[src/rtl/alu_multicycle.sv]
// Multi-cycle ALU: single-cycle logic/arith ops plus shift-add multiply and
// restoring divide, one bit per cycle. Outputs are registered and only
// change on the Done pulse.
module alu_multicycle #(
    parameter int unsigned WIDTH = 16
) (
    input  logic             Clock,
    input  logic             Reset,
    input  logic             Start,
    input  logic [2:0]       ALUOp,
    input  logic [WIDTH-1:0] A,
    input  logic [WIDTH-1:0] B,
    output logic             Ready,
    output logic             Done,
    output logic [WIDTH-1:0] Result,
    output logic [WIDTH-1:0] ResultHi,
    output logic             Zero,
    output logic             Overflow,
    output logic             CarryOut
);
    localparam int unsigned CW = $clog2(WIDTH);

    typedef enum logic [1:0] {S_IDLE, S_EXEC, S_MUL, S_DIV} state_t;
    typedef enum logic [2:0] {
        OP_AND  = 3'b000, OP_OR  = 3'b001, OP_ADD = 3'b010, OP_MULU = 3'b011,
        OP_DIVU = 3'b100, OP_NOR = 3'b101, OP_SUB = 3'b110, OP_SLT  = 3'b111
    } op_t;

    state_t           state_q, state_d;
    op_t              op_q, op_d;
    logic [WIDTH-1:0] lo_q, lo_d;    // operand A; multiplier / dividend->quotient while iterating
    logic [WIDTH-1:0] opb_q, opb_d;  // operand B; multiplicand / divisor
    logic [WIDTH-1:0] hi_q, hi_d;    // partial product high half / partial remainder
    logic [CW-1:0]    cnt_q, cnt_d;
    logic             done_q, done_d;
    logic [WIDTH-1:0] res_q, res_d, reshi_q, reshi_d;
    logic             zero_q, zero_d, ovf_q, ovf_d, cy_q, cy_d;

    // Shared adder for ADD/SUB/SLT: A + B or A + ~B + 1
    logic             sub_sel;
    logic [WIDTH-1:0] add_b;
    logic [WIDTH:0]   sum;
    logic             c_in_msb;
    assign sub_sel  = (op_q == OP_SUB) || (op_q == OP_SLT);
    assign add_b    = sub_sel ? ~opb_q : opb_q;
    assign sum      = {1'b0, lo_q} + {1'b0, add_b} + {{WIDTH{1'b0}}, sub_sel};
    assign c_in_msb = sum[WIDTH-1] ^ lo_q[WIDTH-1] ^ add_b[WIDTH-1];

    // Shift-add step: conditionally add multiplicand to high half, then shift {carry,hi,lo} right
    logic [WIDTH:0]   mul_sum;
    logic [WIDTH-1:0] mul_hi, mul_lo;
    assign mul_sum = {1'b0, hi_q} + {1'b0, (lo_q[0] ? opb_q : {WIDTH{1'b0}})};
    assign mul_hi  = mul_sum[WIDTH:1];
    assign mul_lo  = {mul_sum[0], lo_q[WIDTH-1:1]};

    // Restoring-divide step; a zero divisor always "subtracts", which leaves
    // quotient all ones and shifts the dividend into the remainder unchanged
    logic [WIDTH:0]   div_shift, div_trial;
    logic             div_by_zero, div_ge;
    logic [WIDTH-1:0] div_hi, div_lo;
    assign div_shift   = {hi_q, lo_q[WIDTH-1]};
    assign div_trial   = div_shift - {1'b0, opb_q};
    assign div_by_zero = (opb_q == '0);
    assign div_ge      = div_by_zero || !div_trial[WIDTH];
    assign div_hi      = div_ge ? div_trial[WIDTH-1:0] : div_shift[WIDTH-1:0];
    assign div_lo      = {lo_q[WIDTH-2:0], div_ge};

    // Single-cycle result evaluated from the registered operands during EXEC
    logic [WIDTH-1:0] alu_res;
    logic             alu_cy, alu_ovf;
    always_comb begin
        alu_res = '0;
        alu_cy  = 1'b0;
        alu_ovf = 1'b0;
        case (op_q)
            OP_AND: alu_res = lo_q & opb_q;
            OP_OR:  alu_res = lo_q | opb_q;
            OP_NOR: alu_res = ~(lo_q | opb_q);
            OP_ADD, OP_SUB: begin
                alu_res = sum[WIDTH-1:0];
                alu_cy  = sum[WIDTH];
                alu_ovf = c_in_msb ^ sum[WIDTH];
            end
            OP_SLT: begin
                alu_res = {{(WIDTH-1){1'b0}}, sum[WIDTH-1] ^ (c_in_msb ^ sum[WIDTH])};
                alu_cy  = sum[WIDTH];
            end
            default: ;
        endcase
    end

    // Next-state and datapath update
    always_comb begin
        state_d = state_q;
        op_d    = op_q;
        lo_d    = lo_q;
        opb_d   = opb_q;
        hi_d    = hi_q;
        cnt_d   = cnt_q;
        done_d  = 1'b0;
        res_d   = res_q;
        reshi_d = reshi_q;
        zero_d  = zero_q;
        ovf_d   = ovf_q;
        cy_d    = cy_q;
        case (state_q)
            S_IDLE: begin
                if (Start) begin
                    op_d  = op_t'(ALUOp);
                    lo_d  = A;
                    opb_d = B;
                    hi_d  = '0;
                    cnt_d = CW'(WIDTH - 1);
                    case (op_t'(ALUOp))
                        OP_MULU: state_d = S_MUL;
                        OP_DIVU: state_d = S_DIV;
                        default: state_d = S_EXEC;
                    endcase
                end
            end
            S_EXEC: begin
                state_d = S_IDLE;
                done_d  = 1'b1;
                res_d   = alu_res;
                reshi_d = '0;
                zero_d  = (alu_res == '0);
                ovf_d   = alu_ovf;
                cy_d    = alu_cy;
            end
            S_MUL: begin
                hi_d  = mul_hi;
                lo_d  = mul_lo;
                cnt_d = cnt_q - CW'(1);
                if (cnt_q == '0) begin
                    state_d = S_IDLE;
                    done_d  = 1'b1;
                    res_d   = mul_lo;
                    reshi_d = mul_hi;
                    zero_d  = (mul_lo == '0);
                    ovf_d   = 1'b0;
                    cy_d    = 1'b0;
                end
            end
            S_DIV: begin
                hi_d  = div_hi;
                lo_d  = div_lo;
                cnt_d = cnt_q - CW'(1);
                if (cnt_q == '0) begin
                    state_d = S_IDLE;
                    done_d  = 1'b1;
                    res_d   = div_lo;
                    reshi_d = div_hi;
                    zero_d  = (div_lo == '0);
                    ovf_d   = div_by_zero;
                    cy_d    = 1'b0;
                end
            end
            default: state_d = S_IDLE;
        endcase
    end

    // State and output registers with synchronous reset
    always_ff @(posedge Clock) begin
        if (Reset) begin
            state_q <= S_IDLE;
            op_q    <= OP_AND;
            lo_q    <= '0;
            opb_q   <= '0;
            hi_q    <= '0;
            cnt_q   <= '0;
            done_q  <= 1'b0;
            res_q   <= '0;
            reshi_q <= '0;
            zero_q  <= 1'b1;
            ovf_q   <= 1'b0;
            cy_q    <= 1'b0;
        end else begin
            state_q <= state_d;
            op_q    <= op_d;
            lo_q    <= lo_d;
            opb_q   <= opb_d;
            hi_q    <= hi_d;
            cnt_q   <= cnt_d;
            done_q  <= done_d;
            res_q   <= res_d;
            reshi_q <= reshi_d;
            zero_q  <= zero_d;
            ovf_q   <= ovf_d;
            cy_q    <= cy_d;
        end
    end

    assign Ready    = (state_q == S_IDLE);
    assign Done     = done_q;
    assign Result   = res_q;
    assign ResultHi = reshi_q;
    assign Zero     = zero_q;
    assign Overflow = ovf_q;
    assign CarryOut = cy_q;
endmodule

[config.mk]
export PLATFORM = sky130hd
export DESIGN_NAME = alu_multicycle
export DESIGN_NICKNAME = d
export VERILOG_FILES = /design/src/rtl/alu_multicycle.sv
export SDC_FILE = /design/constraint.sdc
export NUM_CORES = 1
export LEC_CHECK = 0
export CAP_MARGIN = 20
export CORE_ASPECT_RATIO = 1.4
export CORE_MARGIN = 2
export CORE_UTILIZATION = 55
export DETAILED_ROUTE_END_ITERATION = 8
export PLACE_DENSITY = 0.78
export SKIP_LAST_GASP = 1
export SLEW_MARGIN = 20
export SYNTH_ARGS = -nofsm -noshare
export SYNTH_HDL_FRONTEND = slang
export SYNTH_SLANG_ARGS = --single-unit
[constraint.sdc]
create_clock -name Clock -period 5.2 [get_ports Clock]
set_input_delay 1.04 -clock Clock [delete_from_list [all_inputs] [get_ports Clock]]
set_output_delay 1.04 -clock Clock [all_outputs]
set_load 0.01 [all_outputs]
* Word-level counts from Yosys, hierarchy flattened
Cells that the tools add are included.
Cells by class: $add $sub $neg 5, equality and inequality tests 14, multiplexer cells 31, bitwise logic cells 8, reductions and logical operators 23
Operators with widths (number):
- one-hot mux 16 bit (3 select lines) | 4
- two-way mux 16 bit | 9
- one-hot mux 16 bit (5 select lines) | 1
- zero test 16 bit | 4
- adder 16 x 16 -> 17 bit | 2
- NOT 16 bit | 2
- adder 17 x 1 -> 17 bit | 1
- subtractor 17 x 16 -> 17 bit | 1
- bitwise AND 16 bit | 1
- bitwise OR 16 bit | 1
- == test 3 bit, second input constant | 4
- AND reduction 2 bit | 5
- one-hot mux 4 bit (2 select lines) | 1
- two-way mux 1 bit | 7
- == test 3 x 2 -> 1 bit, second input constant | 2
- inequality test 2 bit, second input constant | 3
- one-hot mux 1 bit (3 select lines) | 2
- one-hot mux 2 bit (3 select lines) | 1
- nonzero test 3 bit | 2
- == test 2 bit, second input constant | 2
- zero test 4 bit | 1
- two-way mux 2 bit | 2
- two-way mux 4 bit | 1
- one-hot mux 1 bit (2 select lines) | 2
- other kinds (14) | 20
Storage, ports and cells: register bits after elaboration 93, word-level logic and storage cells 93

* Longest topological paths before layout
Gate-level depths: netlist of the first run.
depth after elaboration 12, mapped depth 14

* Worst setup path before layout of the first run
Ideal clock, no wire load.
path kind register to register, start register op_q[2], end register zero_q (netlist: Zero), setup time 0.084 ns, arrival time 3.639 ns, required time 5.116 ns, setup slack 1.477 ns, cell stages (with the launch flop) 14, clock period less this slack 3.723 ns, path through dfxtp_1 -> buf_2 -> nand2_1 -> clkbuf_1 -> xnor2_1 -> fa_1 -> a21o_1 -> a211o_1 -> o2bb2ai_1 -> or4_1 -> a2111o_1 -> nor4_2 -> nand4_1 -> o31ai_2
On the way: cells in the longest elaborated chain, start to end 12, elaborated cells between the ends (all ways) 18, classes of those cells add/sub (2); eq/ne (5); mux (3); bitwise (4); reduce/logical (4)
Ends and longest elaborated chain:
- from (decl) | line 30 | op_t op_q, op_d;
- from (signal assigned) | line 179 | op_q <= op_d;
- == test 3 bit | line 44, 75
- logical OR 1 bit | line 44 | assign sub_sel = (op_q == OP_SUB) || (op_q == OP_SLT);
- two-way mux 16 bit | line 45 | assign add_b = sub_sel ? ~opb_q : opb_q;
- adder 16 x 16 -> 17 bit | line 46 | assign sum = {1'b0, lo_q} + {1'b0, add_b} + {{WIDTH{1'b0}}, sub_sel};
- adder 17 x 1 -> 17 bit | line 46
- XOR 1 bit (2 in series) | line 47 | assign c_in_msb = sum[WIDTH-1] ^ lo_q[WIDTH-1] ^ add_b[WIDTH-1];
- XOR 1 bit (2 in series) | line 85 | alu_res = {{(WIDTH-1){1'b0}}, sum[WIDTH-1] ^ (c_in_msb ^ sum[WIDTH])};
- one-hot mux 16 bit (5 select lines) (*) | line 75 | case (op_q)
- zero test 16 bit (*) | line 126 | zero_d = (alu_res == '0);
- one-hot mux 1 bit (3 select lines) (*) | line 106 | case (state_q)
- to (signal assigned) | line 187 | zero_q <= zero_d;
- to (decl) | line 37 | logic zero_q, zero_d, ovf_q, ovf_d, cy_q, cy_d;
Every way passes the cells marked *; elsewhere a longest branch is shown, timed or not. A chain may end at the register's enable or synchronous reset.

* Worst setup path in the final report of the first run
start register opb_q[0], end register reshi_q[4] (netlist: ResultHi[4])
On the way: cells in the longest elaborated chain, start to end 6, elaborated cells between the ends (all ways) 10, classes of those cells add/sub (2); mux (5); reduce/logical (3)
Ends and longest elaborated chain:
- from (decl) | line 32 | logic [WIDTH-1:0] opb_q, opb_d;
- from (signal assigned) | line 181 | opb_q <= opb_d;
- subtractor 17 x 16 -> 17 bit | line 62 | assign div_trial = div_shift - {1'b0, opb_q};
- zero test 1 bit | line 64 | assign div_ge = div_by_zero || !div_trial[WIDTH];
- logical OR 1 bit | line 64
- two-way mux 16 bit | line 65 | assign div_hi = div_ge ? div_trial[WIDTH-1:0] : div_shift[WIDTH-1:0];
- two-way mux 16 bit | line 148 | if (cnt_q == '0) begin
- one-hot mux 16 bit (3 select lines) (*) | line 106
- to (signal assigned) | line 186 | reshi_q <= reshi_d;
- to (decl) | line 36 | logic [WIDTH-1:0] res_q, res_d, reshi_q, reshi_d;
Every way passes the cells marked *; elsewhere a longest branch is shown, timed or not. The select of a mux whose other input is x is not followed.

==> results.cfg, run 1 <==
[sta]
tightest_slew_ns = 1.08
slew_violations = 0
setup_tns_ns = 0
finalHoldViolations = 0
fin_crit_sh = 0.719
fmax_mhz = 267
rsz0062_at_grt = no
finalWorstSetupSlack_ns = 1.46
fin_crit_ns = 3.74
skew_ns = 0.0102
setup_viol = 0
relSlewSlack = 0.274

[worst_hold_path]
min_from = Result[14]
hold_path.class = reg2reg

[clock_network]
clock_latency_ns = 0.35
clkSinkCount = 93
numCtsBuffers = 9
cts_tree = yes
cts_resized = 0
htreeDepth = 3
clk_pin_slew_ns = 0.08
clock-root-buffer = clkbuf_16
cts_buffer_depth = 2
cts_setup_buffers = 0
hold_buffers = 0

[logic_synthesis]
ys_seq_area_frac = 0.251
syn_inst = 974
synth-edff-count = 0
synthDistinctLibCells = 75
ys_ff_latch = 93
yosysWarnings = 0
synth_area_per_cell_um2 = 7.62
synthArstFlopShare = 0
synth_area_um2 = 7420
synth_fp_nets = 1067
yosys_most_used_dff = dfxtp_1

[detailed_routing]
viasPerCell = 6.61
vias = 7918
dr.pass1.iters = 5
wl_per_cell_um = 21.4
wirelength_um = 25700
postRouteAntennaNets = 0
drt_iter0_drc = 562
drc = 0

[grt]
antenna_found_initial = 0
grt_first_pass_wirelength_um = 40100
grtUsageTotal = 0.360
grt_max_degree = 77
grt_pass1_vias = 7631
grt.overflow.total = 0

[power_and_ir_drop]
power_switching_mw = 0.788
p_seq_frac = 0.373
ir_worst_vdd_mv = 0.211
power_density_nw_per_um2 = 258
p_sw_frac = 0.357
pwr-share-clk = 0.326
internal_power_mw = 1.42
p_comb_frac = 0.301
fin_total_pwr_mw = 2.21
p_leak_nw = 3.29

[setup_path]
r2r_start = opb_q[0]
path_max_fanout = 15
endpoint_kind = register
path_class = reg2reg
critPathLaunchType = register
critPathLaunch = opb_q[0]
worstPathArrival_ns = 3.97
critPathRequiredTime_ns = 5.43

[placed_design]
dpl_cell_area_um2 = 8240
preCtsSetupSlack_ns = 1.55
dpl.hpwl_um = 18300
numPortBuffers = 74
routabilityCongestion = 1.01

[floorplanning]
die_y_um = 141
dieArea_um2 = 14500
start_util = 0.560
dieWidth_um = 102
core_region_area_um2 = 13300
rows = 50
num_io_pins = 75

[finish]
fillers = 1199
multi_input_area_um2 = 5180
final_core_util = 0.645
fin_nets = 1104
seqCellArea_um2 = 1860
layout-drive-gt1-share = 0.0531
stdcell_area_um2 = 8550
area_growth_pct = 15.2
most-common-layout-cells = nand2_1 (120), a21oi_1 (120), dfxtp_1 (91)
diodes = 0

[run_status]
status = complete, no violations

[run]
cap_violations = 0
## final timing paths
| check | cells after the start | slack, ns | endpoint |
|---|---|---|---|
| worst max-delay path | 12 | 1.46 | ResultHi[4] |
| worst min-delay path | 2 | 0.45 | Result[14] |
| worst max register to register | 12 | 1.46 | ResultHi[4] |
| worst min register to register | 2 | 0.45 | Result[14] |
## cell families after synthesis
kind of cell / after synthesis / share of synthesized area
compound gates: 341 / 0.300
simple gates: 298 / 0.187
mux: 25 / 0.0349
fa+ha+maj: 69 / 0.115
flops: 93 / 0.251
xor+xnor: 50 / 0.0590
buf+inv: 98 / 0.0538
## layout make-up
| class | count | area share |
|---|---|---|
| clock buffer | 10 | 0.0279 |
| clock inverter | 6 | 0.00893 |
| inverter | 39 | 0.0171 |
| multi-input combinational | 783 | 0.606 |
| sequential | 93 | 0.218 |
| tap | 182 | 0.0266 |
| timing repair buffer | 85 | 0.0957 |
## worst max-delay path: stages (launching register included)
cell	delay, ns
dfxtp_1	0.54
ha_1	0.24
inv_1	0.06
fa_1	0.43
a211o_1	0.35
a21o_1	0.19
and2_4	0.18
nand4_1	0.06
and4bb_1	0.58
buf_4	0.33
mux2_2	0.36
a21oi_1	0.18
o21ai_0	0.11
## state kept, by name, summed over array words and instances, names as in the netlist
| signal | flops |
|---|---|
| Done | 1 |
| opb_q | 16 |
| lo_q | 16 |
| state_q | 2 |
| CarryOut | 1 |
| op_q | 3 |
| ResultHi | 16 |
| Result | 16 |
| Overflow | 1 |
| cnt_q | 4 |
| hi_q | 16 |
| Zero | 1 |
## synthesized netlist by cell type, types with 5 or more instances
cell type | count | area, um^2
a22oi_1 | 14 | 105
a211o_1 | 8 | 70.1
and3_1 | 5 | 31.3
a21oi_1 | 122 | 611
a31oi_1 | 13 | 81.3
mux2i_1 | 21 | 210
nand2_1 | 120 | 450
dfxtp_1 | 93 | 1860
clkbuf_1 | 47 | 176
nor4_1 | 10 | 62.6
o21ai_0 | 41 | 205
a211oi_1 | 18 | 135
ha_1 | 52 | 651
maj3_1 | 12 | 120
nor2_1 | 69 | 259
nor3b_1 | 5 | 37.5
a311oi_1 | 5 | 43.8
xnor2_1 | 35 | 307
xor2_1 | 15 | 131
nor2b_1 | 8 | 50.1
nand3_1 | 27 | 135
a21o_1 | 16 | 120
nor3_1 | 18 | 90.1
o22ai_1 | 11 | 68.8
o21a_1 | 10 | 75.1
o31ai_1 | 7 | 52.6
o211ai_1 | 31 | 233
nand4_1 | 8 | 50.1
inv_1 | 38 | 143
## routing by layer
layer	global-route usage	wire, um	up-vias	share of wire
li1	-	-	3674	-
met4	0.255	1890	0	0.074
met1	0.392	9030	3716	0.35
met5	0	0	-	0
met2	0.623	13000	399	0.51
met3	0.0571	1740	129	0.068
## through the flow
stage | instances | hold WS, ns
2_1_floorplan | 974 | 0.437
3_3_place_gp | 1182 | 0.443
3_5_place_dp | 1182 | 0.445
4_1_cts | 1198 | 0.455
5_1_grt | 1198 | 0.485
6_report | 1198 | 0.453
## power by group through the flow
stage	clock network, mW	registers, mW	logic (mW)
2_1_floorplan	0	0.809	0.468
3_3_place_gp	0	0.834	0.641
3_5_place_dp	0	0.834	0.647
4_1_cts	0.726	0.818	0.651
5_1_grt	0.751	0.825	0.720
6_report	0.720	0.822	0.664
(Power assumes the default switching activity.)
==> run 2, diff against run 1 <==
CORE_UTILIZATION = 53   (was 55)
PLACE_DENSITY = 0.79   (was 0.78)
clock period = 3.1 ns   (was 5.2 ns; I/O delays follow)
==> run 2 against run 1 <==
Non-clock buffer count up 90. Die area up 3.6%. Register-to-register slack worse by 1.4 ns. Combinational power up 100%. First-iteration DRC count up 20%. Sequential power up 63%. Sequential share of layout area down 1.9 points. Maximum frequency up 22%. Hold slack better by 0.0015 ns. Utilization up 3.8 points. Global-route usage down 1.0 points. Largest cell class unchanged. Largest power group is now combinational logic. Highest routed layer unchanged.
==> results.cfg, run 2 (synthesis results as in run 1) <==
[clock_network]
clock_latency_ns = 0.35
htreeDepth = 3
cts_buffer_depth = 2
clock-root-buffer = clkbuf_16
cts_tree = yes
numCtsBuffers = 9
clk_pin_slew_ns = 0.07
hold_buffers = 0
clkSinkCount = 93

[power_and_ir_drop]
p_seq_frac = 0.341
ir_worst_vdd_mv = 0.285
fin_total_pwr_mw = 3.92
pwr-share-clk = 0.315
p_sw_frac = 0.342
power_density_nw_per_um2 = 417
internal_power_mw = 2.58
p_comb_frac = 0.344
p_leak_nw = 3.79
power_switching_mw = 1.34

[finish]
most-common-layout-cells = nand2_1 (119), a21oi_1 (118), buf_4 (97)
final_core_util = 0.682
diodes = 0
final_common_cell = nand2_1
fillers = 1153
final_cells = 1291
fin_nets = 1194
layout-drive-gt1-share = 0.154
area_growth_pct = 26.8

[sta]
setup_viol = 0
timing.hold.ws_ns = 0.454
slew_violations = 0
skew_ns = 0.00858
relSlewSlack = 0.481
fin_crit_ns = 3.06
fmax_mhz = 327
finalHoldViolations = 0
rsz0062_at_grt = yes
fin_crit_sh = 0.987
tightest_slew_ns = 0.778

[setup_path]
crit_top_cell = buf_4
critPathLaunchType = register
rr_endpoint = Zero
worstPathArrival_ns = 3.32
path_max_fanout = 4
worst-path-buf-inv = 2
r2r_start = opb_q[0]
crit_chain = buf_4 -> nand2_1 -> o21ai_2 -> fa_2 -> buf_4 -> xnor2_2 -> o22ai_2 -> or4_4 -> a2111o_1 -> nor4_2 -> nand4_1 -> o31ai_2
critPathSlowestCell = or4_4
endpoint_kind = register
critPathRequiredTime_ns = 3.36
crit_family = simple AND/OR/NAND/NOR gates
rrSetupSlack_ns = 0.04
path_class = reg2reg
reg2reg_depth = 12
slowest_delay_ns = 0.55

[worst_hold_path]
hold_path.class = reg2reg
min_to = Result[1]
min_from = Result[1]
hold_depth = 2

[detailed_routing]
postRouteAntennaNets = 0
drt_iter0_drc = 674
wirelength_um = 26900
vias = 8310
drc = 0
dr.pass1.iters = 5
viasPerCell = 6.44
wl_per_cell_um = 20.8

[grt]
grtUsageTotal = 0.350
grt_first_pass_wirelength_um = 41100
grtUsageMet2 = 0.624
grt.overflow.total = 0
antenna_found_initial = 0
grt_max_degree = 47
gr-usage-met3 = 0.0428
use_met1 = 0.369
grt_pass1_vias = 7954
grt_busiest_layer = met2

[run]
cap_violations = 0

[floorplanning]
rows = 51
num_io_pins = 75
start_util = 0.538
dieWidth_um = 104
die_y_um = 144
dieArea_um2 = 15000
core_region_area_um2 = 13800

[run_status]
status = complete, no violations

[placed_design]
placed_cells = 1273
numPortBuffers = 74
dpl.hpwl_um = 20400
routabilityCongestion = 1.09
==> run 2: cell count changes in the layout (fill, tap and decap cells not counted), sizes merged <==
| cell | change |
|---|---|
| inv | -4 |
| buf | +90 |
| clkbuf | +1 |
| clkinvlp | +2 |
| bufinv | +1 |
==> run 2: through the flow <==
stage | setup slack, ns | TNS, ns | instance area [um^2]
after floorplan | 0.00405 | 0 | 7490
after global placement | -0.0546 | -0.0546 | 8970
after detailed placement | -0.0755 | -0.128 | 8970
after CTS | 0.00954 | 0 | 9310
after global routing | -0.0738 | -0.133 | 9410
final | 0.0398 | 0 | 9410
==> run 2: final cells by class <==
type | instances | area (um^2) | share of cell area
inverters | 39 | 146 | 0.0156
clock inverters | 5 | 83.8 | 0.00891
well taps | 185 | 231 | 0.0246
flip-flops and latches | 93 | 1870 | 0.199
clock buffers | 11 | 243 | 0.0258
multi-input cells | 783 | 5300 | 0.563
repair buffers | 175 | 1540 | 0.163
==> run 2: worst max path at each step <==
stage	cells after the start	slack, ns	start	to
after global routing	12	-0.07	opb_q[0]	Zero
after global placement	13	-0.05	op_q[2]	Result[0]
after detailed placement	13	-0.08	op_q[2]	Result[0]
final	12	0.04	opb_q[0]	Zero
after floorplan	13	0.004	op_q[2]	Zero
after CTS	12	0.01	opb_q[2]	ResultHi[7]
==> run 2: power groups by stage <==
stage	Combinational [mW]	Clock (mW)	Sequential, mW
after floorplan	0.792	0	1.36
final	1.35	1.24	1.34
after detailed placement	1.28	0	1.36
after global placement	1.27	0	1.36
after global routing	1.44	1.28	1.34
after CTS	1.29	1.24	1.33
==> run 2: what timing repair did <==
item,in CTS,in global routing
buffers inserted,0,2
resized for setup,5,23
pin swaps,7,10
endpoints found under the setup margin,7,27
==> run 2: metal layers <==
layer / vias to the layer above / share of wire
li1: 3860 / -
met1: 3871 / 0.36
met2: 421 / 0.49
met3: 158 / 0.058
met4: 0 / 0.093
met5: - / 0
==> run 2: tightest hold or removal path, stage by stage (launching register included) <==
cell and delay (ns):
dfxtp_1 0.31, nand2_1 0.05, a21oi_1 0.05
==> run 3, diff against run 2 <==
CORE_MARGIN = 4   (was 2)
SLEW_MARGIN = not set   (was 20)
==> run 3 against run 2 <==
Sequential share of layout area is 0.24 points higher. Critical path depth stayed put. Power is 3.6% lower. Cell count is 0.77% lower. Highest routed layer unchanged. Via count is 0.54% lower. Cell area is 0.92% lower. Clock skew hardly changed. Register-to-register slack better by 0.06 ns. Setup slack better by 0.061 ns. Clock-buffer cell count stayed put. First-iteration DRC count is 9.8% lower.
==> results.cfg, run 3 (synthesis results as in run 1) <==
[grt]
grt.overflow.total = 0
grt_pass1_vias = 8134
grt_max_degree = 77
grtUsageTotal = 0.341
antenna_found_initial = 0
grt_first_pass_wirelength_um = 42300

[setup_path]
path_max_fanout = 6
worst-path-buf-inv = 3
crit_family = simple AND/OR/NAND/NOR gates
crit_top_cell = buf_4
path_class = reg2reg
critPathSlowestCell = or4_1
critPathLaunchType = register
endpoint_kind = register
worstPathArrival_ns = 3.25
critPathRequiredTime_ns = 3.35
crit_chain = inv_1 -> ha_1 -> or4_1 -> a21o_1 -> and2_4 -> a311oi_1 -> and4bb_1 -> buf_4 -> buf_4 -> mux2i_1 -> o221a_2 -> nor2_1
slowest_delay_ns = 0.46

[floorplanning]
num_io_pins = 75
core_region_area_um2 = 13600
start_util = 0.547
rows = 50
die_y_um = 148
dieWidth_um = 108
dieArea_um2 = 16000

[power_and_ir_drop]
power_switching_mw = 1.35
ir_worst_vdd_mv = 0.232
internal_power_mw = 2.43
power_density_nw_per_um2 = 406
p_sw_frac = 0.357
p_seq_frac = 0.354
pwr-share-clk = 0.291
fin_total_pwr_mw = 3.78
p_comb_frac = 0.355
p_leak_nw = 3.75

[sta]
fin_crit_sh = 0.967
slew_violations = 0
skew_ns = 0.00820
rsz0062_at_grt = yes
setup_viol = 0
setup_tns_ns = 0
fmax_mhz = 333
tightest_slew_ns = 0.860
fin_crit_ns = 3.00
timing.hold.ws_ns = 0.451
relSlewSlack = 0.427
finalHoldViolations = 0

[detailed_routing]
drt_iter0_drc = 608
vias = 8265
drc = 0
dr.pass1.iters = 5
wirelength_um = 27300
postRouteAntennaNets = 0
wl_per_cell_um = 21.3
viasPerCell = 6.45

[finish]
layout-drive-gt1-share = 0.149
area_growth_pct = 25.6
most-common-layout-cells = nand2_1 (119), a21oi_1 (117), buf_4 (90)
diodes = 0
final_cells = 1281
fin_nets = 1187
final_common_cell = nand2_1
final_core_util = 0.687

[run_status]
status = complete, no violations

[clock_network]
clkSinkCount = 93
clock_latency_ns = 0.36
htreeDepth = 3
cts_tree = yes
hold_buffers = 0
clk_pin_slew_ns = 0.07
cts_buffer_depth = 2
numCtsBuffers = 9
clock-root-buffer = clkbuf_16

[worst_hold_path]
hold_path.class = reg2reg

[run]
cap_violations = 0

[placed_design]
routabilityCongestion = 1.05
dpl.hpwl_um = 20300
numPortBuffers = 74
placed_cells = 1263
-- run 3: cell types whose count changed in the layout (fill, tap and decap cells not counted), sizes merged --
cell and delta:
clkinv +1, buf -7, inv +1, bufinv -2
-- run 3: power by group through the flow --
stage	Sequential [mW]	Combinational (mW)	Clock, mW
after global placement	1.36	1.26	0
after CTS	1.33	1.28	1.11
after detailed placement	1.36	1.27	0
final	1.34	1.34	1.10
after global routing	1.34	1.44	1.15
after floorplan	1.36	0.792	0
-- run 3: worst paths after layout --
path | startpoint | to | cells after the start | slack [ns]
worst min-delay path | Result[2] | Result[2] | 2 | 0.45
worst max-delay path | opb_q[6] | ResultHi[5] | 12 | 0.10
worst min register to register | Result[2] | Result[2] | 2 | 0.45
worst max register to register | opb_q[6] | ResultHi[5] | 12 | 0.10
-- run 3: timing repair --
item / 4_1_cts / 5_1_grt
setup endpoints to repair: 3 / 36
hold endpoints to repair: 0 / 0
pin swaps: 0 / 7
resized for setup: 2 / 30
buffers inserted: 0 / 1
-- run 3: worst register-to-register path: stages, from the launching register on --
cell,delay (ns)
dfxtp_1,0.43
inv_1,0.13
ha_1,0.23
or4_1,0.46
a21o_1,0.18
and2_4,0.17
a311oi_1,0.21
and4bb_1,0.26
buf_4,0.17
buf_4,0.15
mux2i_1,0.23
o221a_2,0.23
nor2_1,0.05
-- run 3: metal layers --
metal	GRT usage	vias up	wire [um]
li1	-	3843	-
met1	0.364	3876	9540
met2	0.587	391	13500
met3	0.0463	155	1760
met4	0.283	0	2530
met5	0	-	0
-- run 3: through the flow --
step	cell area [um^2]	setup slack [ns]
after floorplan	7490	0.00405
after global placement	8910	0.0578
after detailed placement	8910	0.0290
after CTS	9190	0.00323
after global routing	9320	-0.122
final	9320	0.101
-- run 3: final cells by class --
type                            instances  area [um^2]
Clock inverter                          5         33.8
Tap cell                              182          228
Sequential cell                        93         1880
Inverter                               39          146
Fill cell                            1188         4260
Clock buffer                           11          253
Timing Repair Buffer                  168         1480
Multi-Input combinational cell        783         5310
